File: config.mk
export PLATFORM = sky130hd
export DESIGN_NAME = n64_poll_ctrl_flat
export DESIGN_NICKNAME = d
export VERILOG_FILES = /design/src/rtl/n64_pkg.sv /design/src/rtl/n64_poll_ctrl_if.sv /design/src/rtl/n64_poll_timer.sv /design/src/rtl/n64_poll_ctrl.sv /design/src/flat_wrapper.sv
export SDC_FILE = /design/constraint.sdc
export NUM_CORES = 1
export LEC_CHECK = 0
export CAP_MARGIN = 20
export CORE_ASPECT_RATIO = 2
export CORE_UTILIZATION = 30
export CTS_CLUSTER_SIZE = 16
export DETAILED_ROUTE_END_ITERATION = 10
export SLEW_MARGIN = 30
export SYNTH_ARGS = -nofsm -noshare
export SYNTH_HDL_FRONTEND = slang
export SYNTH_SLANG_ARGS = --single-unit
export TNS_END_PERCENT = 50
File: constraint.sdc
create_clock -name clk -period 2.3 [get_ports clk]
set_input_delay 0.46 -clock clk [delete_from_list [all_inputs] [get_ports clk]]
set_output_delay 0.46 -clock clk [all_outputs]
set_load 0.02 [all_outputs]
File: src/rtl/n64_pkg.sv
`default_nettype none
// ============================================================================
// Module      : n64_pkg
// Description : Shared types and command constants for the N64 poll controller.
// Revision    : 1.0 - initial release
// ============================================================================
package n64_pkg;

    localparam logic [7:0] N64_CMD_STATUS = 8'h00;
    localparam logic [7:0] N64_CMD_POLL   = 8'h01;
    localparam logic [7:0] N64_CMD_RESET  = 8'hFF;
    localparam int         N64_RESP_W     = 32;

    typedef enum logic [1:0] {
        ST_IDLE    = 2'd0,
        ST_ISSUE   = 2'd1,
        ST_WAIT_WR = 2'd2,
        ST_WAIT_RD = 2'd3
    } n64_state_t;

    typedef enum logic {
        OWN_POLL = 1'b0,
        OWN_HOST = 1'b1
    } n64_owner_t;

endpackage : n64_pkg
`default_nettype wire

File: src/rtl/n64_poll_ctrl_if.sv
`default_nettype none
// ============================================================================
// Module      : n64_poll_ctrl_if
// Description : Host, writer, reader and result signals of the poll controller.
// Revision    : 1.0 - initial release
// ============================================================================
interface n64_poll_ctrl_if;
    import n64_pkg::*;

    logic                  host_req;
    logic [7:0]            host_cmd;
    logic                  host_ack;
    logic                  wr_en;
    logic [7:0]            wr_cmd;
    logic                  wr_busy;
    logic                  wr_done;
    logic                  rd_start;
    logic                  rd_done;
    logic [N64_RESP_W-1:0] rd_data;
    logic [N64_RESP_W-1:0] buttons;
    logic                  buttons_valid;
    logic [N64_RESP_W-1:0] resp_data;
    logic                  resp_valid;
    logic                  timeout_err;
    logic                  busy;

    modport master (
        input  host_req, host_cmd, wr_busy, wr_done, rd_done, rd_data,
        output host_ack, wr_en, wr_cmd, rd_start, buttons, buttons_valid,
               resp_data, resp_valid, timeout_err, busy
    );

    modport slave (
        output host_req, host_cmd, wr_busy, wr_done, rd_done, rd_data,
        input  host_ack, wr_en, wr_cmd, rd_start, buttons, buttons_valid,
               resp_data, resp_valid, timeout_err, busy
    );

endinterface : n64_poll_ctrl_if
`default_nettype wire

File: src/rtl/n64_poll_timer.sv
`default_nettype none
// ============================================================================
// Module      : n64_poll_timer
// Description : Free-running poll period counter with a sticky poll_pending flag.
// Revision    : 1.0 - initial release
// ============================================================================
module n64_poll_timer #(
    parameter int POLL_PERIOD = 833333
) (
    input  wire logic clk,
    input  wire logic rst_n,
    input  wire logic i_clear,
    output logic      o_pending
);

    localparam int CNT_W = (POLL_PERIOD > 1) ? $clog2(POLL_PERIOD) : 1;

    logic [CNT_W-1:0] cnt_q, cnt_d;
    logic             pending_q, pending_d;
    logic             w_wrap;

    always_comb begin
        w_wrap    = (cnt_q == CNT_W'(POLL_PERIOD - 1));
        cnt_d     = w_wrap ? '0 : cnt_q + 1'b1;
        pending_d = pending_q;
        if (i_clear) pending_d = 1'b0;
        // A wrap coinciding with a clear starts a fresh pending period.
        if (w_wrap)  pending_d = 1'b1;
    end

    always_ff @(posedge clk) begin
        if (!rst_n) begin
            cnt_q     <= '0;
            pending_q <= 1'b0;
        end else begin
            cnt_q     <= cnt_d;
            pending_q <= pending_d;
        end
    end

    assign o_pending = pending_q;

endmodule : n64_poll_timer
`default_nettype wire

File: src/rtl/n64_poll_ctrl.sv
`default_nettype none
// ============================================================================
// Module      : n64_poll_ctrl
// Description : Arbitrates periodic polls and host commands onto one N64 link;
//               N64_POLL_RETRY_EN adds a single reissue of a timed-out poll.
// Revision    : 1.0 - initial release
// ============================================================================
module n64_poll_ctrl
    import n64_pkg::*;
#(
    parameter int         POLL_PERIOD = 833333,
    parameter int         TIMEOUT_CYC = 50000,
    parameter logic [7:0] POLL_CMD    = 8'h01
) (
    input  wire logic         clk,
    input  wire logic         rst_n,
    n64_poll_ctrl_if.master   bus
);

    localparam int TMO_W = $clog2(TIMEOUT_CYC + 1);

    n64_state_t            state_q, state_d;
    n64_owner_t            owner_q, owner_d;
    logic [TMO_W-1:0]      tmo_q, tmo_d;
    logic [7:0]            wr_cmd_q, wr_cmd_d;
    logic                  wr_en_q, wr_en_d;
    logic                  host_ack_q, host_ack_d;
    logic                  rd_start_q, rd_start_d;
    logic [N64_RESP_W-1:0] buttons_q, buttons_d;
    logic                  buttons_valid_q, buttons_valid_d;
    logic [N64_RESP_W-1:0] resp_data_q, resp_data_d;
    logic                  resp_valid_q, resp_valid_d;
    logic                  timeout_err_q, timeout_err_d;
`ifdef N64_POLL_RETRY_EN
    logic                  retry_q, retry_d;
`endif

    logic w_poll_pending, w_poll_clear;
    logic w_grant_host, w_grant_poll, w_tmo_hit;

    n64_poll_timer #(.POLL_PERIOD(POLL_PERIOD)) u_timer (
        .clk       (clk),
        .rst_n     (rst_n),
        .i_clear   (w_poll_clear),
        .o_pending (w_poll_pending)
    );

    always_comb begin
        state_d         = state_q;
        owner_d         = owner_q;
        tmo_d           = tmo_q;
        wr_cmd_d        = wr_cmd_q;
        wr_en_d         = 1'b0;
        host_ack_d      = 1'b0;
        rd_start_d      = 1'b0;
        buttons_d       = buttons_q;
        buttons_valid_d = 1'b0;
        resp_data_d     = resp_data_q;
        resp_valid_d    = 1'b0;
        timeout_err_d   = 1'b0;
        w_poll_clear    = 1'b0;
`ifdef N64_POLL_RETRY_EN
        retry_d         = retry_q;
`endif
        // owner_q doubles as the last grant, so a tie alternates.
        w_grant_host = bus.host_req && (!w_poll_pending || owner_q == OWN_POLL);
        w_grant_poll = w_poll_pending && !w_grant_host;
        w_tmo_hit    = (tmo_q == TMO_W'(TIMEOUT_CYC - 1));

        if (state_q != ST_IDLE) tmo_d = tmo_q + 1'b1;

        case (state_q)
            ST_IDLE: begin
                if (w_grant_host || w_grant_poll) begin
                    state_d      = ST_ISSUE;
                    wr_en_d      = 1'b1;
                    tmo_d        = '0;
                    owner_d      = w_grant_host ? OWN_HOST : OWN_POLL;
                    wr_cmd_d     = w_grant_host ? bus.host_cmd : POLL_CMD;
                    host_ack_d   = w_grant_host;
                    w_poll_clear = w_grant_poll;
`ifdef N64_POLL_RETRY_EN
                    retry_d      = 1'b0;
`endif
                end
            end
            ST_ISSUE: begin
                if (bus.wr_busy) state_d = ST_WAIT_WR;
                else             wr_en_d = 1'b1;
            end
            ST_WAIT_WR: begin
                if (bus.wr_done) begin
                    rd_start_d = 1'b1;
                    state_d    = ST_WAIT_RD;
                end
            end
            ST_WAIT_RD: begin
                if (bus.rd_done) begin
                    state_d = ST_IDLE;
                    if (owner_q == OWN_POLL) begin
                        buttons_d       = bus.rd_data;
                        buttons_valid_d = 1'b1;
                    end else begin
                        resp_data_d     = bus.rd_data;
                        resp_valid_d    = 1'b1;
                    end
                end
            end
            default: state_d = ST_IDLE;
        endcase

        // A response arriving on the timeout cycle still completes normally.
        if (state_q != ST_IDLE && w_tmo_hit && !(state_q == ST_WAIT_RD && bus.rd_done)) begin
            wr_en_d    = 1'b0;
            rd_start_d = 1'b0;
`ifdef N64_POLL_RETRY_EN
            if (owner_q == OWN_POLL && !retry_q) begin
                retry_d = 1'b1;
                tmo_d   = '0;
                state_d = ST_ISSUE;
                wr_en_d = 1'b1;
            end else begin
                timeout_err_d = 1'b1;
                state_d       = ST_IDLE;
            end
`else
            timeout_err_d = 1'b1;
            state_d       = ST_IDLE;
`endif
        end
    end

    always_ff @(posedge clk) begin
        if (!rst_n) begin
            state_q         <= ST_IDLE;
            owner_q         <= OWN_POLL;
            tmo_q           <= '0;
            wr_cmd_q        <= '0;
            wr_en_q         <= 1'b0;
            host_ack_q      <= 1'b0;
            rd_start_q      <= 1'b0;
            buttons_q       <= '0;
            buttons_valid_q <= 1'b0;
            resp_data_q     <= '0;
            resp_valid_q    <= 1'b0;
            timeout_err_q   <= 1'b0;
`ifdef N64_POLL_RETRY_EN
            retry_q         <= 1'b0;
`endif
        end else begin
            state_q         <= state_d;
            owner_q         <= owner_d;
            tmo_q           <= tmo_d;
            wr_cmd_q        <= wr_cmd_d;
            wr_en_q         <= wr_en_d;
            host_ack_q      <= host_ack_d;
            rd_start_q      <= rd_start_d;
            buttons_q       <= buttons_d;
            buttons_valid_q <= buttons_valid_d;
            resp_data_q     <= resp_data_d;
            resp_valid_q    <= resp_valid_d;
            timeout_err_q   <= timeout_err_d;
`ifdef N64_POLL_RETRY_EN
            retry_q         <= retry_d;
`endif
        end
    end

    assign bus.wr_en         = wr_en_q;
    assign bus.wr_cmd        = wr_cmd_q;
    assign bus.host_ack      = host_ack_q;
    assign bus.rd_start      = rd_start_q;
    assign bus.buttons       = buttons_q;
    assign bus.buttons_valid = buttons_valid_q;
    assign bus.resp_data     = resp_data_q;
    assign bus.resp_valid    = resp_valid_q;
    assign bus.timeout_err   = timeout_err_q;
    assign bus.busy          = (state_q != ST_IDLE);

endmodule : n64_poll_ctrl
`default_nettype wire

File: src/flat_wrapper.sv
// flat-port wrapper written by rule: the top's interface ports become plain ports
module n64_poll_ctrl_flat import n64_pkg::*;
#(
    parameter int         POLL_PERIOD = 833333,
    parameter int         TIMEOUT_CYC = 50000,
    parameter logic [7:0] POLL_CMD    = 8'h01
)
  (clk, rst_n, bus_host_req, bus_host_cmd, bus_wr_busy, bus_wr_done, bus_rd_done, bus_rd_data, bus_host_ack, bus_wr_en, bus_wr_cmd, bus_rd_start, bus_buttons, bus_buttons_valid, bus_resp_data, bus_resp_valid, bus_timeout_err, bus_busy);
  n64_poll_ctrl_if bus_i ();
  input  wire logic clk;
  input  wire logic rst_n;
  input wire logic [$bits(bus_i.host_req)-1:0] bus_host_req;
  input wire logic [$bits(bus_i.host_cmd)-1:0] bus_host_cmd;
  input wire logic [$bits(bus_i.wr_busy)-1:0] bus_wr_busy;
  input wire logic [$bits(bus_i.wr_done)-1:0] bus_wr_done;
  input wire logic [$bits(bus_i.rd_done)-1:0] bus_rd_done;
  input wire logic [$bits(bus_i.rd_data)-1:0] bus_rd_data;
  output wire logic [$bits(bus_i.host_ack)-1:0] bus_host_ack;
  output wire logic [$bits(bus_i.wr_en)-1:0] bus_wr_en;
  output wire logic [$bits(bus_i.wr_cmd)-1:0] bus_wr_cmd;
  output wire logic [$bits(bus_i.rd_start)-1:0] bus_rd_start;
  output wire logic [$bits(bus_i.buttons)-1:0] bus_buttons;
  output wire logic [$bits(bus_i.buttons_valid)-1:0] bus_buttons_valid;
  output wire logic [$bits(bus_i.resp_data)-1:0] bus_resp_data;
  output wire logic [$bits(bus_i.resp_valid)-1:0] bus_resp_valid;
  output wire logic [$bits(bus_i.timeout_err)-1:0] bus_timeout_err;
  output wire logic [$bits(bus_i.busy)-1:0] bus_busy;
  assign bus_i.host_req = bus_host_req;
  assign bus_i.host_cmd = bus_host_cmd;
  assign bus_i.wr_busy = bus_wr_busy;
  assign bus_i.wr_done = bus_wr_done;
  assign bus_i.rd_done = bus_rd_done;
  assign bus_i.rd_data = bus_rd_data;
  assign bus_host_ack = bus_i.host_ack;
  assign bus_wr_en = bus_i.wr_en;
  assign bus_wr_cmd = bus_i.wr_cmd;
  assign bus_rd_start = bus_i.rd_start;
  assign bus_buttons = bus_i.buttons;
  assign bus_buttons_valid = bus_i.buttons_valid;
  assign bus_resp_data = bus_i.resp_data;
  assign bus_resp_valid = bus_i.resp_valid;
  assign bus_timeout_err = bus_i.timeout_err;
  assign bus_busy = bus_i.busy;
  n64_poll_ctrl #(.POLL_PERIOD(POLL_PERIOD), .TIMEOUT_CYC(TIMEOUT_CYC), .POLL_CMD(POLL_CMD)) u_core (.clk(clk), .rst_n(rst_n), .bus(bus_i));
endmodule
After elaboration in Yosys (flattened, before gate mapping)

Cells that the tools add are included.

Memories kept: 0
Latch bits: 0
Output and inout bits: 79
RAM bits: 0
Bits in read-only memories: 0
Bits in registers: 118

Div/mod/pow operators: 0
Equal/unequal tests: 9
Shift-type cells: 0
Reductions and logical operators: 22
$add $sub $neg: 2
Bitwise gates (word level): 3
Multiplexer cells: 21
Multipliers: 0
Magnitude comparators: 0

Operators with widths:

| operator                                               | count |
|---|---|
| two-way mux 16 bit                                     | 3 |
| adder 20 x 1 -> 20 bit (second input constant)         | 1 |
| equality test 20 bit (second input constant)           | 1 |
| adder 16 x 1 -> 16 bit (second input constant)         | 1 |
| equality test 16 bit (second input constant)           | 1 |
| AND reduction 3 bit                                    | 4 |
| two-way mux 1 bit                                      | 11 |
| two-way mux 2 bit                                      | 4 |
| two-way mux 8 bit                                      | 1 |
| case mux 2 bit (4 select lines)                        | 1 |
| inequality test 2 bit (second input constant)          | 3 |
| logical AND 1 bit                                      | 5 |
| equality test 2 bit (second input constant)            | 2 |
| AND reduction 4 bit                                    | 1 |
| nonzero test 2 bit                                     | 2 |
| OR reduction 2 bit                                     | 2 |
| logical NOT 1 bit                                      | 3 |
| NOT 1 bit                                              | 3 |
| OR reduction 3 bit                                     | 1 |
| equality test 2 x 1 -> 1 bit (second input constant)   | 1 |
| logical NOT 2 bit                                      | 1 |
| logical OR 1 bit                                       | 2 |
| inequality test 2 x 1 -> 1 bit (second input constant) | 1 |
| case mux 1 bit (2 select lines)                        | 1 |
| AND reduction 2 bit                                    | 1 |

Logic depth before layout (Yosys ltp)

Gate-level depths: netlist (run 1).

Depth after elaboration: 10
Mapped depth: 8

By module

Synthesis (run 1) repeated with hierarchy kept, for this count alone.

Cells, all modules: 544
Area total of the unflattened synthesis: 4,608.2 µm²

Modules (own cells, without submodules):

| module         | area each (µm²) | sequential area each (µm²) | cells each | times used |
|---|---|---|---|---|
| n64_poll_ctrl  | 3,609.7         | 1,941.9                    | 434        | 1 |
| n64_poll_timer | 998.5           | 420.4                      | 110        | 1 |

Least setup slack after synthesis (run 1)

No wires, ideal clock.

Kind: reg2reg
Start: reg u_core.state_q[0]
End: reg u_core.tmo_q[15]
Slack: 0.467 ns
Buffers on the path: 1
Library setup time: 0.135 ns
Period minus slack after synthesis: 1.833 ns
Stages on the path, launching flop included: 8
Data required time: 2.165 ns
Arrival time: 1.698 ns
Path through: dfxtp_1 > inv_1 > ha_1 > nand4b_1 > or2_2 > clkbuf_1 > o311ai_0 > o41ai_1

Cells in the longest elaborated chain, start to end: 4
Elaborated cells on any way between the ends: 5
Those cells by class: mux (3); reduce/logical (2)

RTL lines:

| element                | line                 | source |
|---|---|---|
| from (decl)            | n64_poll_ctrl.sv:22  | `n64_state_t state_q, state_d;` |
| from (signal assigned) | n64_poll_ctrl.sv:151 | `state_q <= state_d;` |
| nonzero test 2 bit     | n64_poll_ctrl.sv:70  | `if (state_q != ST_IDLE) tmo_d = tmo_q + 1'b1;` |
| two-way mux 16 bit     | n64_poll_ctrl.sv:70  |  |
| two-way mux 16 bit     | n64_poll_ctrl.sv:74  | `if (w_grant_host \|\| w_grant_poll) begin` |
| two-way mux 16 bit *   | n64_poll_ctrl.sv:72  | `case (state_q)` |
| to (signal assigned)   | n64_poll_ctrl.sv:153 | `tmo_q <= tmo_d;` |
| to (decl)              | n64_poll_ctrl.sv:24  | `logic [TMO_W-1:0] tmo_q, tmo_d;` |

Mark *: on every way between the ends. The rest lies on a longest branch, timed or not.
A chain may end at the register's enable or synchronous reset.

Final worst setup path (run 1)

Start: reg u_core.state_q[0]
End: out bus_busy

Cells in the longest elaborated chain, start to end: 1

RTL lines:

| element            | line                 | source |
|---|---|---|
| nonzero test 2 bit | n64_poll_ctrl.sv:178 | `assign bus.busy = (state_q != ST_IDLE);` |
| to (decl)          | flat_wrapper.sv:27   | `output wire logic [$bits(bus_i.busy)-1:0] bus_busy;` |

No other way between the ends.

==> results.md, run 1 <==
* Run status: complete, no violations
* Synthesized instance count at 543
* Fraction of synthesis flops using an asynchronous set or reset pin at 0%
* Unrepaired setup endpoints after global routing: no
* Biggest area consumer among synthesized cells: sky130_fd_sc_hd__dfxtp_1
* Summed instance area of the synthesized netlist at 0.00455 sq mm
* Initial core utilization at 30.7%
* Number of nets still failing antenna checks after routing at 0
* Required @ worst endpoint at 1.84 ns
* Die Y-Extent at 176 microns
* Clock share of power at 46.8%
* Leakage power at 0.00229 uW
* Overall die width at 89.0 microns
* Average cell area after synthesis at 8.37 sq um
* Arrival @ worst endpoint at 1.65 ns
* Port buffer count at 124
* Vias after detailed routing at 4276
* Core area at 0.0148 sq mm
* Main area contributors after synthesis: sky130_fd_sc_hd__dfxtp_1 (52%), sky130_fd_sc_hd__nand2_1 (12%), sky130_fd_sc_hd__a21oi_1 (8.1%), sky130_fd_sc_hd__nor2_1 (3.1%), sky130_fd_sc_hd__xnor2_1 (2.9%)
* Clock latency of the later-clocked register in the worst-skew pair at 0.41 ns
* Nets at 729
* Wire length of the first global-routing pass at 20.9 mm
* Synth warnings at 0
* Remaining DRCs at 0
* Clock Sinks at 118
* Biggest fanout along the worst timing path at 9
* Routed WL per cell at 14.7 microns
* Distinct cell type count of the synthesized netlist at 46
* Switching part of the total at 26.4%
* Minimum period implied by the final worst setup slack at 2.11 ns
* Hold Buf Count CTS at 0
* Cell-internal power at 4360 uW
* GRT Util Overall at 17.5%
* Setup violators final at 0
* DRC marker count from the first detailed-route iteration at 192
* Slew @ Worst Pin at 0.674 ns
* Pin count of the biggest net entering global routing at 37
* Total congestion overflow after global routing at 0
* Worst Setup End Kind: output port
* Clk pin slew, worst setup/hold paths at 0.05 ns
* Type of element launching the critical path: register
* TritonCTS clock tree: built
* First-pass DRT Iterations at 4
* Fillers at 1510
* Power density normalized to cell area at 882 mW/mm^2
* Fmax at 473 MHz
* Leading register cell type out of synthesis: sky130_fd_sc_hd__dfxtp_1
* Type of the worst min-delay path: register to register
* Worst voltage drop across the vdd grid at 670 uV
* Via-per-instance ratio at 4.84
* Area Overhead vs Synth at 47.7%
* DP HPWL at 9.26 mm
* Number of enable-type register cells in the synthesized netlist at 0
* Post-place setup slack at 0.0843 ns
* Share of the synthesized area in the top cell type at 52.0%
* Reg power frac at 38.0%
* Worst setup path category: register to output port
* Final-layout setup total negative slack at 0 ns
* Final RePlAce weighted congestion at 0.792
* Boundary pin count at 125
* Num rows at 63
* Max-slew violation total from the final report at 0
* Count of H-tree levels built during CTS at 4
* Synthesis-stage register bit count at 118
* Ratio of cells with drive above 1 in the final layout at 8.72%
* Part of the cycle the worst path needs at 91.9%
* Max Clock Skew at 0.00996 ns
* Number of nets produced by synthesis at 597
* Share of synthesized area occupied by flip-flops and latches at 52.0%
* Power share of the combinational group at 15.2%
* Root buf cell: sky130_fd_sc_hd__clkbuf_16
* Die Footprint at 0.0157 sq mm
* Initial antenna violation count at 1
* Worst-case setup margin in the final layout at 0.187 ns
* Final Hold Fails at 0
* Largest buffer count on any clock path at 2
* Relative slew slack at 55.1%
* Clock buffers created by TritonCTS at 17
* Switching pwr at 1560 uW
* Total wirelength of the detailed-routed design at 13.0 mm
* Number of global-route vias before repair at 4231
* Max-cap check violation count at 0
sequential cells by signal, indices dropped and copies added (netlist names):
| signal | cells |
|---|---|
| u_core.bus.buttons | 32 |
| u_core.bus.resp_data | 32 |
| u_core.bus.wr_cmd | 8 |
| u_core.bus.resp_valid | 1 |
| u_core.u_timer.cnt_q | 20 |
| u_core.state_q | 2 |
| u_core.owner_q | 1 |
| u_core.bus.buttons_valid | 1 |
| u_core.bus.rd_start | 1 |
| u_core.tmo_q | 16 |
| u_core.bus.timeout_err | 1 |
| u_core.u_timer.o_pending | 1 |
| u_core.bus.host_ack | 1 |
| u_core.bus.wr_en | 1 |
power groups by stage:
stage | clock network, uW | registers [uW] | logic (uW)
finish | 2770 | 2250 | 901
global route | 2930 | 2270 | 994
CTS | 2830 | 2250 | 917
detailed placement | 0 | 2300 | 921
global placement | 0 | 2290 | 902
floorplan | 0 | 2360 | 388
per-stage QoR:
step | std cells | utilization (%) | hold WS [ns] | area [sq um] | total power, uW
finish | 884 | 45.3 | 0.450 | 6710 | 5920
floorplan | 543 | - | 0.459 | 4550 | 2750
detailed placement | 850 | 41.0 | 0.446 | 6080 | 3220
global route | 884 | 45.3 | 0.476 | 6710 | 6200
global placement | 850 | 41.0 | 0.439 | 6080 | 3190
CTS | 882 | 45.2 | 0.455 | 6700 | 5990
logic make-up (layout without fill, tap and decap cells):
family / Yosys count / after routing / share of synthesized area, %
AOI/OAI and AO/OA: 102 / 102 / 12.7
xor gates and xnor gates: 20 / 20 / 3.85
adders and majority gates: 8 / 8 / 2.20
buffers and inverters: 40 / 185 / 3.39
DFF: 118 / 118 / 52.0
muxes: 2 / 2 / 0.468
other: 0 / 1 / 0
and+or+nand+nor: 253 / 253 / 25.4
worst max-delay path, stage by stage (launching register included):
cell,delay [ns]
sky130_fd_sc_hd__dfxtp_1,0.38
sky130_fd_sc_hd__inv_1,0.10
sky130_fd_sc_hd__ha_1,0.32
sky130_fd_sc_hd__inv_1,0.11
sky130_fd_sc_hd__dlygate4sd2_1,0.34
metal layers:
layer  global-route usage, %  vias to the layer above  wire, microns
met4                    8.53                        0            273
met3                    4.53                       14            662
met5                       0                        -              0
met1                    18.0                     2031           4890
met2                    31.9                      129           7130
li1                        -                     2102              -
final timing paths:
kind,from,to,slack (ns),cells past startpoint
setup / recovery,u_core.state_q[0]$_SDFFE_PP0P_,bus_busy,0.19,4
hold / removal,u_core.bus.wr_cmd[0]$_SDFFE_PN0P_,u_core.bus.wr_cmd[0]$_SDFFE_PN0P_,0.45,2
setup reg to reg,u_core.state_q[0]$_SDFFE_PP0P_,u_core.tmo_q[15]$_SDFF_PN0_,0.26,6
hold reg to reg,u_core.bus.wr_cmd[0]$_SDFFE_PN0P_,u_core.bus.wr_cmd[0]$_SDFFE_PN0P_,0.45,2
cells in the final DEF, fill, tap and decap left out, types with 7 or more instances in the layout:
| cell | count |
|---|---|
| sky130_fd_sc_hd__clkdlybuf4s50_1 | 123 |
| sky130_fd_sc_hd__nor4_1 | 8 |
| sky130_fd_sc_hd__xnor2_1 | 15 |
| sky130_fd_sc_hd__nand4_1 | 10 |
| sky130_fd_sc_hd__a22o_1 | 7 |
| sky130_fd_sc_hd__a21oi_1 | 74 |
| sky130_fd_sc_hd__nor2_1 | 37 |
| sky130_fd_sc_hd__buf_4 | 14 |
| sky130_fd_sc_hd__ha_1 | 8 |
| sky130_fd_sc_hd__nand3_1 | 12 |
| sky130_fd_sc_hd__clkbuf_16 | 17 |
| sky130_fd_sc_hd__dfxtp_1 | 118 |
| sky130_fd_sc_hd__nand2_1 | 146 |
| sky130_fd_sc_hd__inv_1 | 11 |
cell type report:
| cell class | count | area, sq um | area share (%) |
|---|---|---|---|
| clock buffers | 19 | 453 | 6.75 |
| repair buffers | 141 | 1410 | 20.9 |
| clock inverters | 13 | 170 | 2.53 |
| flip-flops and latches | 118 | 2360 | 35.2 |
| diodes | 1 | 2.50 | 0.0373 |
| inverters | 12 | 45.0 | 0.671 |
| multi-input cells | 385 | 2030 | 30.3 |
| well taps | 195 | 244 | 3.63 |
cell usage after synthesis (2+ instances only):
library cell / instances
sky130_fd_sc_hd__nand2_1: 146
sky130_fd_sc_hd__dfxtp_1: 118
sky130_fd_sc_hd__a21oi_1: 74
sky130_fd_sc_hd__nor2_1: 38
sky130_fd_sc_hd__clkbuf_1: 22
sky130_fd_sc_hd__xnor2_1: 15
sky130_fd_sc_hd__nand3_1: 12
sky130_fd_sc_hd__inv_1: 11
sky130_fd_sc_hd__nand4_1: 10
sky130_fd_sc_hd__ha_1: 8
sky130_fd_sc_hd__nor4_1: 8
sky130_fd_sc_hd__a22o_1: 7
sky130_fd_sc_hd__nor2b_1: 6
sky130_fd_sc_hd__o21ai_0: 6
sky130_fd_sc_hd__or3_1: 6
sky130_fd_sc_hd__xor2_1: 5
sky130_fd_sc_hd__and3_1: 4
sky130_fd_sc_hd__nand2b_1: 4
sky130_fd_sc_hd__buf_1: 3
sky130_fd_sc_hd__buf_2: 3
sky130_fd_sc_hd__nor3_1: 3
sky130_fd_sc_hd__nor4b_1: 3
sky130_fd_sc_hd__o31ai_1: 3
sky130_fd_sc_hd__a31o_2: 2
sky130_fd_sc_hd__nand4b_1: 2
sky130_fd_sc_hd__o211ai_1: 2
sky130_fd_sc_hd__or2_2: 2
sky130_fd_sc_hd__or4_1: 2
what timing repair did:
item,in CTS,in global routing
endpoints found under the setup margin,1,1
buffers inserted,0,1
gates resized for setup,1,0
endpoints found under the hold margin,0,0
(Power assumes the default switching activity.)
==> run 2, diff against run 1 <==
==> constraint.sdc (replaced) <==
create_clock -name clk -period 2.3 [get_ports clk]
set_input_delay 0.46 -clock clk [delete_from_list [all_inputs] [get_ports clk]]
set_output_delay 0.46 -clock clk [all_outputs]
set_load 0.005 [all_outputs]
==> run 2 against run 1 <==
  * Non-clock buffer count fell by 3
  * Sequential share of layout area is 0.11 points higher
  * Combinational power fell by 9.7%
  * Routed wire length fell by 1.1%
  * Critical path type is now register to register
  * Highest routed layer unchanged
==> results.md, run 2 (synthesis results as in run 1) <==
* Run status: complete, no violations
* Biggest fanout along the worst timing path at 7
* Clock buffers created by TritonCTS at 17
* DRC marker count from the first detailed-route iteration at 207
* Max Clock Skew at 0.0129 ns
* Type of element launching the critical path: register
* Total cell area at the placement stage at 0.00607 sq mm
* Relative slew slack at 53.6%
* Fmax at 500 MHz
* Minimum period implied by the final worst setup slack at 2.00 ns
* Worst path buffer plus inverter count at 1
* Root buf cell: sky130_fd_sc_hd__clkbuf_16
* Overall die width at 89.0 microns
* Vias after detailed routing at 4309
* Largest buffer count on any clock path at 2
* Power Total at 5850 uW
* DP HPWL at 9.22 mm
* Arrival @ worst endpoint at 2.28 ns
* Final-layout setup total negative slack at 0 ns
* Type of the worst min-delay path: register to register
* Category of cells accounting for the largest share of critical-path delay: simple AND/OR/NAND/NOR gates
* Worst-case setup margin in the final layout at 0.298 ns
* Number of global-route vias before repair at 4171
* Final Instance Area at 0.00670 sq mm
* Area Overhead vs Synth at 47.4%
* Core area at 0.0148 sq mm
* Die Footprint at 0.0157 sq mm
* Clock latency of the later-clocked register in the worst-skew pair at 0.41 ns
* Total wirelength of the detailed-routed design at 12.8 mm
* Slowest stage cell on the critical path: sky130_fd_sc_hd__or2_2
* Most frequent cells in the layout: sky130_fd_sc_hd__nand2_1 (146), sky130_fd_sc_hd__clkdlybuf4s50_1 (123), sky130_fd_sc_hd__dfxtp_1 (116)
* Antenna cell count at 0
* Count of H-tree levels built during CTS at 4
* Maximum single-stage delay on the critical path at 0.43 ns
* Final Hold Fails at 0
* Total area of sequential cells at 0.00236 sq mm
* Worst Setup End Kind: register
* Leakage power at 0.00228 uW
* Final RePlAce weighted congestion at 0.827
* Initial antenna violation count at 0
* TritonCTS clock tree: built
* Worst voltage drop across the vdd grid at 571 uV
* Boundary pin count at 125
* Cell depth of the worst setup path at 6
* Unrepaired setup endpoints after global routing: no
* Part of the cycle the worst path needs at 87.0%
* WHS Path Cells at 2
* Fillers at 1516
* Multi-input gate area at 0.00203 sq mm
* Hold Buf Count CTS at 0
* Port buffer count at 124
* Pin count of the biggest net entering global routing at 49
* Total congestion overflow after global routing at 0
* Clock Sinks at 118
* Wire length of the first global-routing pass at 20.5 mm
* Number of nets still failing antenna checks after routing at 0
* Initial core utilization at 30.7%
* Num rows at 63
* Worst setup path category: register to register
* Chain of cells forming the critical path: inv_1 > ha_2 > nand4b_1 > or2_2 > o311ai_0 > o41ai_1
* Max-slew violation total from the final report at 0
* Required @ worst endpoint at 2.57 ns
* R2R cell count at 6
* Routed WL per cell at 14.6 microns
* Clk pin slew, worst setup/hold paths at 0.06 ns
* Via-per-instance ratio at 4.90
* Max-cap check violation count at 0
* Die Y-Extent at 176 microns
* Slew @ Worst Pin at 0.696 ns
* Power density normalized to cell area at 874 mW/mm^2
* First-pass DRT Iterations at 5
* GRT Util Overall at 17.3%
* Setup violators final at 0
* Ratio of cells with drive above 1 in the final layout at 8.76%
* Most common cell after layout, fill and taps aside: sky130_fd_sc_hd__nand2_1
* Remaining DRCs at 0
* Nets at 726
* Post-place setup slack at 0.0690 ns
## run 2: cell type report
class / instances / share of cell area (%)
flip-flops and latches: 118 / 35.3
clock inverters: 14 / 2.78
multi-input cells: 385 / 30.4
inverters: 12 / 0.672
clock buffers: 18 / 6.55
repair buffers: 138 / 20.7
well taps: 195 / 3.64
## run 2: worst min-delay path: stages (launching register included)
cell                      delay (ns)
sky130_fd_sc_hd__dfxtp_1        0.31
sky130_fd_sc_hd__inv_1          0.05
sky130_fd_sc_hd__a21oi_1        0.05
## run 2: path summary, 6_finish.rpt
check                               startpoint                                 to  slack (ns)
min reg2reg  u_core.bus.wr_cmd[0]$_SDFFE_PN0P_  u_core.bus.wr_cmd[0]$_SDFFE_PN0P_        0.45
max reg2reg     u_core.state_q[0]$_SDFFE_PP0P_        u_core.tmo_q[15]$_SDFF_PN0_        0.30
min          u_core.bus.wr_cmd[0]$_SDFFE_PN0P_  u_core.bus.wr_cmd[0]$_SDFFE_PN0P_        0.45
max             u_core.state_q[0]$_SDFFE_PP0P_        u_core.tmo_q[15]$_SDFF_PN0_        0.30
## run 2: metrics by stage
step	utilization (%)	std cells	hold WS (ns)
floorplan	-	543	0.440
global placement	40.9	848	0.437
detailed placement	40.9	848	0.442
CTS	45.2	880	0.451
global route	45.2	880	0.477
finish	45.2	880	0.446
## run 2: where the power goes
part,internal [uW],switching [uW],total (uW)
Combinational,430,384,814
Sequential,2160,88.8,2250
Clock,1760,1020,2790
Total,4360,1500,5850
## run 2: what timing repair did
| item | in CTS | in global routing |
|---|---|---|
| resized for setup | 3 | 1 |
| setup endpoints to repair | 1 | 1 |
| setup buffers | 0 | 0 |
## run 2: per-layer routing
metal  vias to the layer above  GRT usage [%]  wire [microns]  part of all wire (%)
met3                        31           4.58             729                   5.7
met4                         0           10.1             530                   4.1
met5                         -              0               0                     0
met2                       163           30.8            6890                    54
li1                       2099              -               -                     -
met1                      2016           17.7            4670                    36
